$ cat src/rtl/ranc_tick_scheduler_if.sv
// Host packet stream and grid input-port signals of the RANC tick scheduler.
// slave = scheduler side, master = host/grid environment side.
interface ranc_tick_scheduler_if #(
  parameter int PACKET_WIDTH = 30
);
  logic                    host_valid;
  logic [PACKET_WIDTH-1:0] host_packet;
  logic                    host_last;
  logic                    host_skip;
  logic                    host_ready;
  logic [PACKET_WIDTH-1:0] grid_packet;
  logic                    grid_input_empty;
  logic                    grid_ren;
  logic                    grid_tc_error;
  logic                    grid_sch_error;
  logic                    tick;

  modport slave (
    input  host_valid, host_packet, host_last, host_skip,
    input  grid_ren, grid_tc_error, grid_sch_error,
    output host_ready, grid_packet, grid_input_empty, tick
  );

  modport master (
    output host_valid, host_packet, host_last, host_skip,
    output grid_ren, grid_tc_error, grid_sch_error,
    input  host_ready, grid_packet, grid_input_empty, tick
  );
endinterface

$ cat src/rtl/ranc_tick_scheduler.sv
// Runs a RANC grid through NUM_RUN_TICKS ticks: loads each tick's host packets
// through a single-entry buffer, waits for drain + settle + min period, pulses tick.
module ranc_tick_scheduler #(
  parameter int PACKET_WIDTH    = 30,
  parameter int NUM_RUN_TICKS   = 16,
  parameter int SETTLE_CYCLES   = 64,
  parameter int MIN_TICK_PERIOD = 256,
  parameter int DRAIN_TIMEOUT   = 1024,
  localparam int TCW            = $clog2(NUM_RUN_TICKS + 1)
) (
  input  logic                 clk,
  input  logic                 rst,
  input  logic                 start,
  ranc_tick_scheduler_if.slave bus,
  output logic [TCW-1:0]       tick_count,
  output logic                 busy,
  output logic                 done,
  output logic                 error,
  output logic                 timeout
);

  localparam int PERW = $clog2(MIN_TICK_PERIOD + 1);
  localparam int SW   = $clog2(SETTLE_CYCLES + 1);
  localparam int DW   = $clog2(DRAIN_TIMEOUT + 1);

  localparam logic [TCW-1:0]  NUM_T        = TCW'(NUM_RUN_TICKS);
  localparam logic [PERW-1:0] MIN_P        = PERW'(MIN_TICK_PERIOD);
  localparam logic [PERW-1:0] PERIOD_READY = PERW'(MIN_TICK_PERIOD - 1);
  localparam logic [SW-1:0]   SETTLE_C     = SW'(SETTLE_CYCLES);
  localparam logic [DW-1:0]   DRAIN_T      = DW'(DRAIN_TIMEOUT);

  typedef enum logic [2:0] {
    S_IDLE,
    S_LOAD,
    S_DRAIN,
    S_SETTLE,
    S_TICK,
    S_DONE
  } state_e;

  state_e                  state_q, state_d;
  logic                    held_valid_q, held_valid_d;
  logic [PACKET_WIDTH-1:0] held_pkt_q, held_pkt_d;
  logic [TCW-1:0]          tick_count_q, tick_count_d;
  logic [PERW-1:0]         period_q, period_d;
  logic [SW-1:0]           settle_q, settle_d;
  logic [DW-1:0]           drain_q, drain_d;
  logic                    error_q, error_d;
  logic                    timeout_q, timeout_d;

  logic grid_err;
  logic in_busy;
  logic abort;
  logic host_ready;
  logic accept;
  logic tick_o;

  assign grid_err   = bus.grid_tc_error | bus.grid_sch_error;
  assign in_busy    = state_q inside {S_LOAD, S_DRAIN, S_SETTLE, S_TICK};
  assign abort      = in_busy && grid_err;
  assign host_ready = (state_q == S_LOAD) && (!held_valid_q || bus.grid_ren);
  assign accept     = bus.host_valid && host_ready;

  always_comb begin
    state_d      = state_q;
    held_valid_d = held_valid_q;
    held_pkt_d   = held_pkt_q;
    tick_count_d = tick_count_q;
    period_d     = (period_q >= MIN_P) ? MIN_P : period_q + PERW'(1);
    settle_d     = settle_q;
    drain_d      = '0;
    error_d      = error_q;
    timeout_d    = timeout_q;
    tick_o       = 1'b0;

    if (bus.grid_ren && held_valid_q) held_valid_d = 1'b0;
    if (accept) begin
      held_valid_d = 1'b1;
      held_pkt_d   = bus.host_packet;
    end

    unique case (state_q)
      S_IDLE, S_DONE: begin
        if (start) begin
          state_d      = S_LOAD;
          tick_count_d = '0;
          error_d      = 1'b0;
          timeout_d    = 1'b0;
          period_d     = MIN_P;
        end
      end
      S_LOAD: begin
        if (accept && bus.host_last) state_d = S_DRAIN;
        else if (!bus.host_valid && bus.host_skip) state_d = S_DRAIN;
      end
      S_DRAIN: begin
        drain_d = drain_q + DW'(1);
        if (!held_valid_q) begin
          state_d  = S_SETTLE;
          settle_d = SETTLE_C;
        end else if (drain_q + DW'(1) == DRAIN_T) begin
          state_d      = S_DONE;
          error_d      = 1'b1;
          timeout_d    = 1'b1;
          held_valid_d = 1'b0;
        end
      end
      S_SETTLE: begin
        settle_d = (settle_q == '0) ? '0 : settle_q - SW'(1);
        // Decision is made one cycle ahead of TICK, so both counters are
        // checked one count early to land the tick exactly on the boundary.
        if (settle_q <= SW'(1) && period_q >= PERIOD_READY) state_d = S_TICK;
      end
      S_TICK: begin
        tick_o       = 1'b1;
        tick_count_d = tick_count_q + TCW'(1);
        period_d     = PERW'(1);
        state_d      = (tick_count_q + TCW'(1) == NUM_T) ? S_DONE : S_LOAD;
      end
      default: state_d = S_IDLE;
    endcase

    if (abort) begin
      state_d      = S_DONE;
      error_d      = 1'b1;
      held_valid_d = 1'b0;
      tick_o       = 1'b0;
      tick_count_d = tick_count_q;
    end
  end

  always_ff @(posedge clk) begin
    if (rst) begin
      state_q      <= S_IDLE;
      held_valid_q <= 1'b0;
      held_pkt_q   <= '0;
      tick_count_q <= '0;
      period_q     <= '0;
      settle_q     <= '0;
      drain_q      <= '0;
      error_q      <= 1'b0;
      timeout_q    <= 1'b0;
    end else begin
      state_q      <= state_d;
      held_valid_q <= held_valid_d;
      held_pkt_q   <= held_pkt_d;
      tick_count_q <= tick_count_d;
      period_q     <= period_d;
      settle_q     <= settle_d;
      drain_q      <= drain_d;
      error_q      <= error_d;
      timeout_q    <= timeout_d;
    end
  end

  assign bus.host_ready       = host_ready;
  assign bus.grid_packet      = held_pkt_q;
  assign bus.grid_input_empty = !held_valid_q;
  assign bus.tick             = tick_o;
  assign tick_count           = tick_count_q;
  assign busy                 = in_busy;
  assign done                 = (state_q == S_DONE);
  assign error                = error_q;
  assign timeout              = timeout_q;

endmodule

$ cat src/flat_wrapper.sv
// flat-port wrapper written by rule: the top's interface ports become plain ports
module ranc_tick_scheduler_flat 
#(
  parameter int PACKET_WIDTH    = 30,
  parameter int NUM_RUN_TICKS   = 16,
  parameter int SETTLE_CYCLES   = 64,
  parameter int MIN_TICK_PERIOD = 256,
  parameter int DRAIN_TIMEOUT   = 1024,
  localparam int TCW            = $clog2(NUM_RUN_TICKS + 1)
)
  (clk, rst, start, tick_count, busy, done, error, timeout, bus_host_valid, bus_host_packet, bus_host_last, bus_host_skip, bus_grid_ren, bus_grid_tc_error, bus_grid_sch_error, bus_host_ready, bus_grid_packet, bus_grid_input_empty, bus_tick);
  ranc_tick_scheduler_if #(.PACKET_WIDTH(PACKET_WIDTH)) bus_i ();
  input  logic clk;
  input  logic rst;
  input  logic start;
  output logic [TCW-1:0] tick_count;
  output logic busy;
  output logic done;
  output logic error;
  output logic timeout;
  input wire logic [$bits(bus_i.host_valid)-1:0] bus_host_valid;
  input wire logic [$bits(bus_i.host_packet)-1:0] bus_host_packet;
  input wire logic [$bits(bus_i.host_last)-1:0] bus_host_last;
  input wire logic [$bits(bus_i.host_skip)-1:0] bus_host_skip;
  input wire logic [$bits(bus_i.grid_ren)-1:0] bus_grid_ren;
  input wire logic [$bits(bus_i.grid_tc_error)-1:0] bus_grid_tc_error;
  input wire logic [$bits(bus_i.grid_sch_error)-1:0] bus_grid_sch_error;
  output wire logic [$bits(bus_i.host_ready)-1:0] bus_host_ready;
  output wire logic [$bits(bus_i.grid_packet)-1:0] bus_grid_packet;
  output wire logic [$bits(bus_i.grid_input_empty)-1:0] bus_grid_input_empty;
  output wire logic [$bits(bus_i.tick)-1:0] bus_tick;
  assign bus_i.host_valid = bus_host_valid;
  assign bus_i.host_packet = bus_host_packet;
  assign bus_i.host_last = bus_host_last;
  assign bus_i.host_skip = bus_host_skip;
  assign bus_i.grid_ren = bus_grid_ren;
  assign bus_i.grid_tc_error = bus_grid_tc_error;
  assign bus_i.grid_sch_error = bus_grid_sch_error;
  assign bus_host_ready = bus_i.host_ready;
  assign bus_grid_packet = bus_i.grid_packet;
  assign bus_grid_input_empty = bus_i.grid_input_empty;
  assign bus_tick = bus_i.tick;
  ranc_tick_scheduler #(.PACKET_WIDTH(PACKET_WIDTH), .NUM_RUN_TICKS(NUM_RUN_TICKS), .SETTLE_CYCLES(SETTLE_CYCLES), .MIN_TICK_PERIOD(MIN_TICK_PERIOD), .DRAIN_TIMEOUT(DRAIN_TIMEOUT)) u_core (.clk(clk), .rst(rst), .start(start), .bus(bus_i), .tick_count(tick_count), .busy(busy), .done(done), .error(error), .timeout(timeout));
endmodule
$ cat config.mk
export PLATFORM = sky130hd
export DESIGN_NAME = ranc_tick_scheduler_flat
export DESIGN_NICKNAME = d
export VERILOG_FILES = /design/src/rtl/ranc_tick_scheduler_if.sv /design/src/rtl/ranc_tick_scheduler.sv /design/src/flat_wrapper.sv
export SDC_FILE = /design/constraint.sdc
export NUM_CORES = 1
export LEC_CHECK = 0
export CORE_MARGIN = 4
export CORE_UTILIZATION = 49
export DETAILED_ROUTE_END_ITERATION = 7
export PLACE_DENSITY = 0.88
export SKIP_CTS_REPAIR_TIMING = 1
export SYNTH_ARGS = -nofsm -noshare
export SYNTH_HDL_FRONTEND = slang
export SYNTH_SLANG_ARGS = --single-unit
$ cat constraint.sdc
create_clock -name clk -period 2.8 [get_ports clk]
set_input_delay 0.28 -clock clk [delete_from_list [all_inputs] [get_ports clk]]
set_output_delay 0.28 -clock clk [all_outputs]
set_load 0.02 [all_outputs]
### After elaboration in Yosys (flattened, before gate mapping)

Index checks and enable logic that the tools add are counted.

* bits in registers: 68
* latch bits: 0
* memory bits (writable): 0
* memory bits (read-only): 0
* output and inout port bits: 42
* word-level logic and storage cells: 95
* memories: 0

* add/subtract/negate cells: 4
* multipliers: 0
* divide/modulo/power cells: 0
* magnitude comparators: 3
* eq/ne operators: 20
* shifts and indexed selects: 0
* mux-type cells: 29
* bitwise operators: 3
* reductions and logical operators: 26

Operators by type and width (count)
* $mux 3: 8
* $mux 9: 2
* $pmux 9 s2: 1
* $reduce_and 4->1: 4
* $pmux 3 s5: 1
* $mux 7: 2
* $pmux 7 s2: 1
* $add 11x1->11 const B: 1
* $eq 11x11->1 const B: 1
* $mux 1: 11
* $pmux 5 s2: 1
* $add 9x1->9 const B: 1
* $ge 9x8->1 const B: 1
* $ge 9x9->1 const B: 1
* $ne 3x2->1 const B: 3
* $ne 2x2->1 const B: 4
* $le 7x1->1 const B: 1
* $logic_and 1x1->1: 7
* $logic_not 7->1: 1
* $sub 7x1->7 const B: 1
* $eq 3x2->1 const B: 2
* $eq 3x3->1 const B: 2
* $ne 3x3->1 const B: 2
* $reduce_bool 2->1: 3
* other kinds (19): 23

### Logic depth before layout (Yosys ltp)

Gate-level depths: netlist of the first run.

* depth after elaboration: 8
* depth in mapped cells: 8
* gate-level depth less buffers: 8

### Worst setup path after synthesis of the first run

No wires, ideal clock.

* path kind: register -> register
* start point: reg u_core.drain_q[0]
* end point: reg u_core.error_q (netlist: u_core.error)
* setup time: 131 ps
* arrival: 1879 ps
* required time: 2669 ps
* setup slack: 790 ps
* cell stages (with the launch flop): 8
* clock period less this slack: 2010 ps
* path through: dfxtp_1 ha_1 and4_4 and4_1 a32oi_1 a211oi_4 mux2i_1 o22ai_1

* word-level cells in the longest chain between the ends: 4

Ends and longest elaborated chain
* start: declaration: RTL line ranc_tick_scheduler.sv:47 `logic [DW-1:0] drain_q, drain_d;`
* start signal: assignment: RTL line ranc_tick_scheduler.sv:150 `drain_q <= drain_d;`
* $add 11x1->11: RTL line ranc_tick_scheduler.sv:101 `end else if (drain_q + DW'(1) == DRAIN_T) begin`
* $eq 11x11->1: RTL line ranc_tick_scheduler.sv:101
* $ne 3x2->1 (no line)
* $reduce_and 4->1 (no line)
* end signal: assignment: RTL line ranc_tick_scheduler.sv:151 `error_q <= error_d;`
* end: declaration: RTL line ranc_tick_scheduler.sv:48 `logic error_q, error_d;`

No other way between the ends.
A chain may end at the register's enable or synchronous reset.

### Worst setup path after layout of the first run

* start point: reg u_core.state_q[2]
* end point: out bus_tick

* word-level cells in the longest chain between the ends: 4
* elaborated cells between the ends (all ways): 8
* classes of those cells: 4 x eq/ne; 2 x mux; 2 x reduce/logical

Ends and longest elaborated chain
* start: declaration: RTL line ranc_tick_scheduler.sv:41 `state_e state_q, state_d;`
* start signal: assignment: RTL line ranc_tick_scheduler.sv:144 `state_q <= state_d;`
* $eq 3x1->1, or another cell as far along: RTL line ranc_tick_scheduler.sv:59 `assign in_busy = state_q inside {S_LOAD, S_DRAIN, S_SETTLE, S_TICK};`
* $reduce_bool 4->1: RTL line ranc_tick_scheduler.sv:59
* $logic_and 1x1->1: RTL line ranc_tick_scheduler.sv:60 `assign abort = in_busy && grid_err;`
* $mux 1 *: RTL line ranc_tick_scheduler.sv:123 `if (abort) begin`
* end: declaration: RTL line flat_wrapper.sv:31 `output wire logic [$bits(bus_i.tick)-1:0] bus_tick;`

Every way passes the cells marked *; elsewhere a longest branch is shown, timed or not.

==> impl_metrics.ini, run 1 <==
[layout]
synthToLayoutAreaGrowth_pct = 32.50
layout_commonest_cell = nand2_1
mostFrequentLayoutCells = nand2_1, clkdlybuf4s50_1, dfxtp_1
antenna_cells = 0
fin_cells = 554
final_nets = 521
drive_gt1_share_pct = 5.428
design_area_um2 = 4178
nFillCells = 527

[pwr]
power_density_nw_per_um2 = 703.6
leakage_nw = 1.467
peakVddDrop_mv = 0.4528

[floorplan]
dieArea_um2 = 7782
num_rows = 28
ioPinCount = 81
die_h_um = 88.22
start_util_pct = 51.72
die_x_um = 88.22
core_area_um2 = 6096

[placement]
port_buffers = 80
gp_congestion = 0.9404
post_dp_cell_area_um2 = 3986
dp_cells = 538
place_hpwl_um = 5732

[grt]
grt_pass1_wl_um = 12860
first_global_vias = 2934
grt_max_degree = 44
grt_usage_pct = 20.96
antenna_found_initial = 0
grt_overflow = 0

[status]
status = complete, no violations

[hold_path]
holdCritPathClass = primary input to flop

[yosys]
syn_avg_cell_area_um2 = 7.902
seq_area_frac_synth_pct = 43.17
yosysTopAreaCell = dfxtp_1
ys_warn_count = 0
synth_seq_cells = 68
synth_cell_types = 48
synth_edf_count = 0
syn_area_um2 = 3153
synth_top_family_by_area = simple AND/OR/NAND/NOR gates
synth-main-ff-cell = dfxtp_1
synthMuxAreaShare_pct = 0.3175
synth_xor_xnor_area_share_pct = 5.000
synth-simple-area-share_pct = 26.67
synth_fa_ha_area_share_pct = 3.175
synthCells = 399
synth_compound_gate_area_share_pct = 17.74
syn-num-nets = 446
synth_top_area_share_pct = 43.17
async_flop_share_pct = 0
synth_area_leaders = dfxtp_1, nand2_1, a21oi_1

[sta]
setup_violations = 0
slew_headroom_pct = 66.41
rsz0062_at_grt = no
worst_slew_pin_slew_ns = 0.5038
finalHoldViolCount = 0
skew_ns = 0.007311
post-route-min-period_ns = 2.560
max_freq_mhz = 390.6
min_period_over_period_pct = 91.44
tns_ns = 0
drv_slew = 0

[clocking]
cts_tree = done
cts_inserted_buffers = 9
clock_path_buffers = 2
root_buffer = clkbuf_8
cts_num_sinks = 68
htree_num_levels = 3
insertion_delay_ns = 0.34
path_clk_slew_ns = 0.07

[worst_setup_path]
crit_chain = nor2b_1 -> and2b_1 -> nand2_1 -> inv_1 -> clkdlybuf4s50_1
slowest_delay_ns = 0.62
path_class = flop to primary output
critical-path-top-delay-family = buffers and inverters
cp_max_fo = 10
worstPathRequired_ns = 2.52
worst_setup_path_end_kind = primary output
worst-path-buf-inv = 2
start_kind = flop
critPathSlowestCell = clkdlybuf4s50_1
critical_path_arrival_ns = 2.28

[detailed_routing]
drt-initial-drc-count = 133
ant_nets = 0
first_pass_iters = 4
vias = 3034
wl_per_cell_um = 14.54
drc = 0
routed_wl_um = 8056
vias_per_cell = 5.477

[run]
maxCapViolations = 0
synth_stat cells (all sizes together) (3+ instances only):
library cell and count:
inv 12, a21oi 51, clkbuf 13, nor3 8
dfxtp 68, nor2 46, xor2 8, o21ai 11
nand3b 5, ha 8, a211oi 4, a2111oi 3
nand2b 6, xnor2 10, or3 4, buf 6
and4 7, and2 7, nand2 80, a31oi 4
nand3 8, nor2b 5
routing by layer:
layer / GRT usage (%) / up-vias / part of all wire (%)
li1: - / 1511 / -
met1: 23.12 / 1409 / 39
met2: 36.10 / 88 / 51
met3: 5.028 / 26 / 6.0
met4: 13.19 / 0 / 3.9
met5: 0 / - / 0
path summary, 6_finish.rpt:
kind                                                        startpoint                                endpoint  slack, ns  cells past startpoint
worst min register to register  u_core.bus.grid_packet[5]$_SDFFE_PP0P_  u_core.bus.grid_packet[5]$_SDFFE_PP0P_       0.45                      2
worst max register to register            u_core.drain_q[0]$_SDFF_PP0_               u_core.error$_SDFFE_PP0P_       0.52                      7
worst max-delay path                    u_core.state_q[2]$_SDFFE_PP0P_                                bus_tick       0.24                      5
worst min-delay path                                               rst          u_core.state_q[2]$_SDFFE_PP0P_       0.27                      2
registers in the layout, indices dropped and copies added, names as in the netlist:
| signal | flops |
|---|---|
| u_core.period_q | 9 |
| u_core.held_valid_q | 1 |
| u_core.state_q | 3 |
| u_core.timeout | 1 |
| u_core.settle_q | 7 |
| u_core.error | 1 |
| u_core.bus.grid_packet | 30 |
| u_core.tick_count | 5 |
| u_core.drain_q | 11 |
per-stage QoR:
step           total power, mW  hold WS, ns  worst slack, ns  util [%]
6_report                 2.939       0.2676           0.2397     68.53
2_1_floorplan            1.796       0.4160           0.7896         -
3_5_place_dp             2.165       0.4479           0.5750     65.39
4_1_cts                  2.954       0.2471           0.2485     68.53
3_3_place_gp             2.148       0.4410           0.6285     65.39
5_1_grt                  3.093       0.2588           0.1364     68.53
cell families (layout without fill, tap and decap cells):
| kind of cell | Yosys count | after routing |
|---|---|---|
| AO/OA/AOI/OAI | 90 | 90 |
| XOR/XNOR | 18 | 18 |
| adder cells (fa/ha/maj) | 8 | 8 |
| buffers and inverters | 31 | 111 |
| flip-flops | 68 | 68 |
| multiplexers | 1 | 1 |
| AND/OR/NAND/NOR | 183 | 183 |
area by class of cell:
type | count | area [um^2] | share of cell area (%)
repair buffers | 83 | 818.3 | 19.59
inverters | 12 | 45.04 | 1.078
flip-flops and latches | 68 | 1361 | 32.58
clock inverters | 7 | 67.56 | 1.617
clock buffers | 9 | 123.9 | 2.965
well taps | 75 | 93.84 | 2.246
multi-input cells | 300 | 1668 | 39.92
report_power, final:
group	total, mW	internal, mW	switching (mW)
combinational	0.967	0.426	0.540
sequential	1.19	1.08	0.114
clock	0.782	0.408	0.374
total	2.94	1.91	1.03
No activity file was read; power rests on OpenSTA's default activity.
==> run 2: changes to the inputs <==
Settings changed: CAP_MARGIN set to 20.
==> results of run 2 <==
No change in the layout: final DEF, timing and power equal those of run 1.
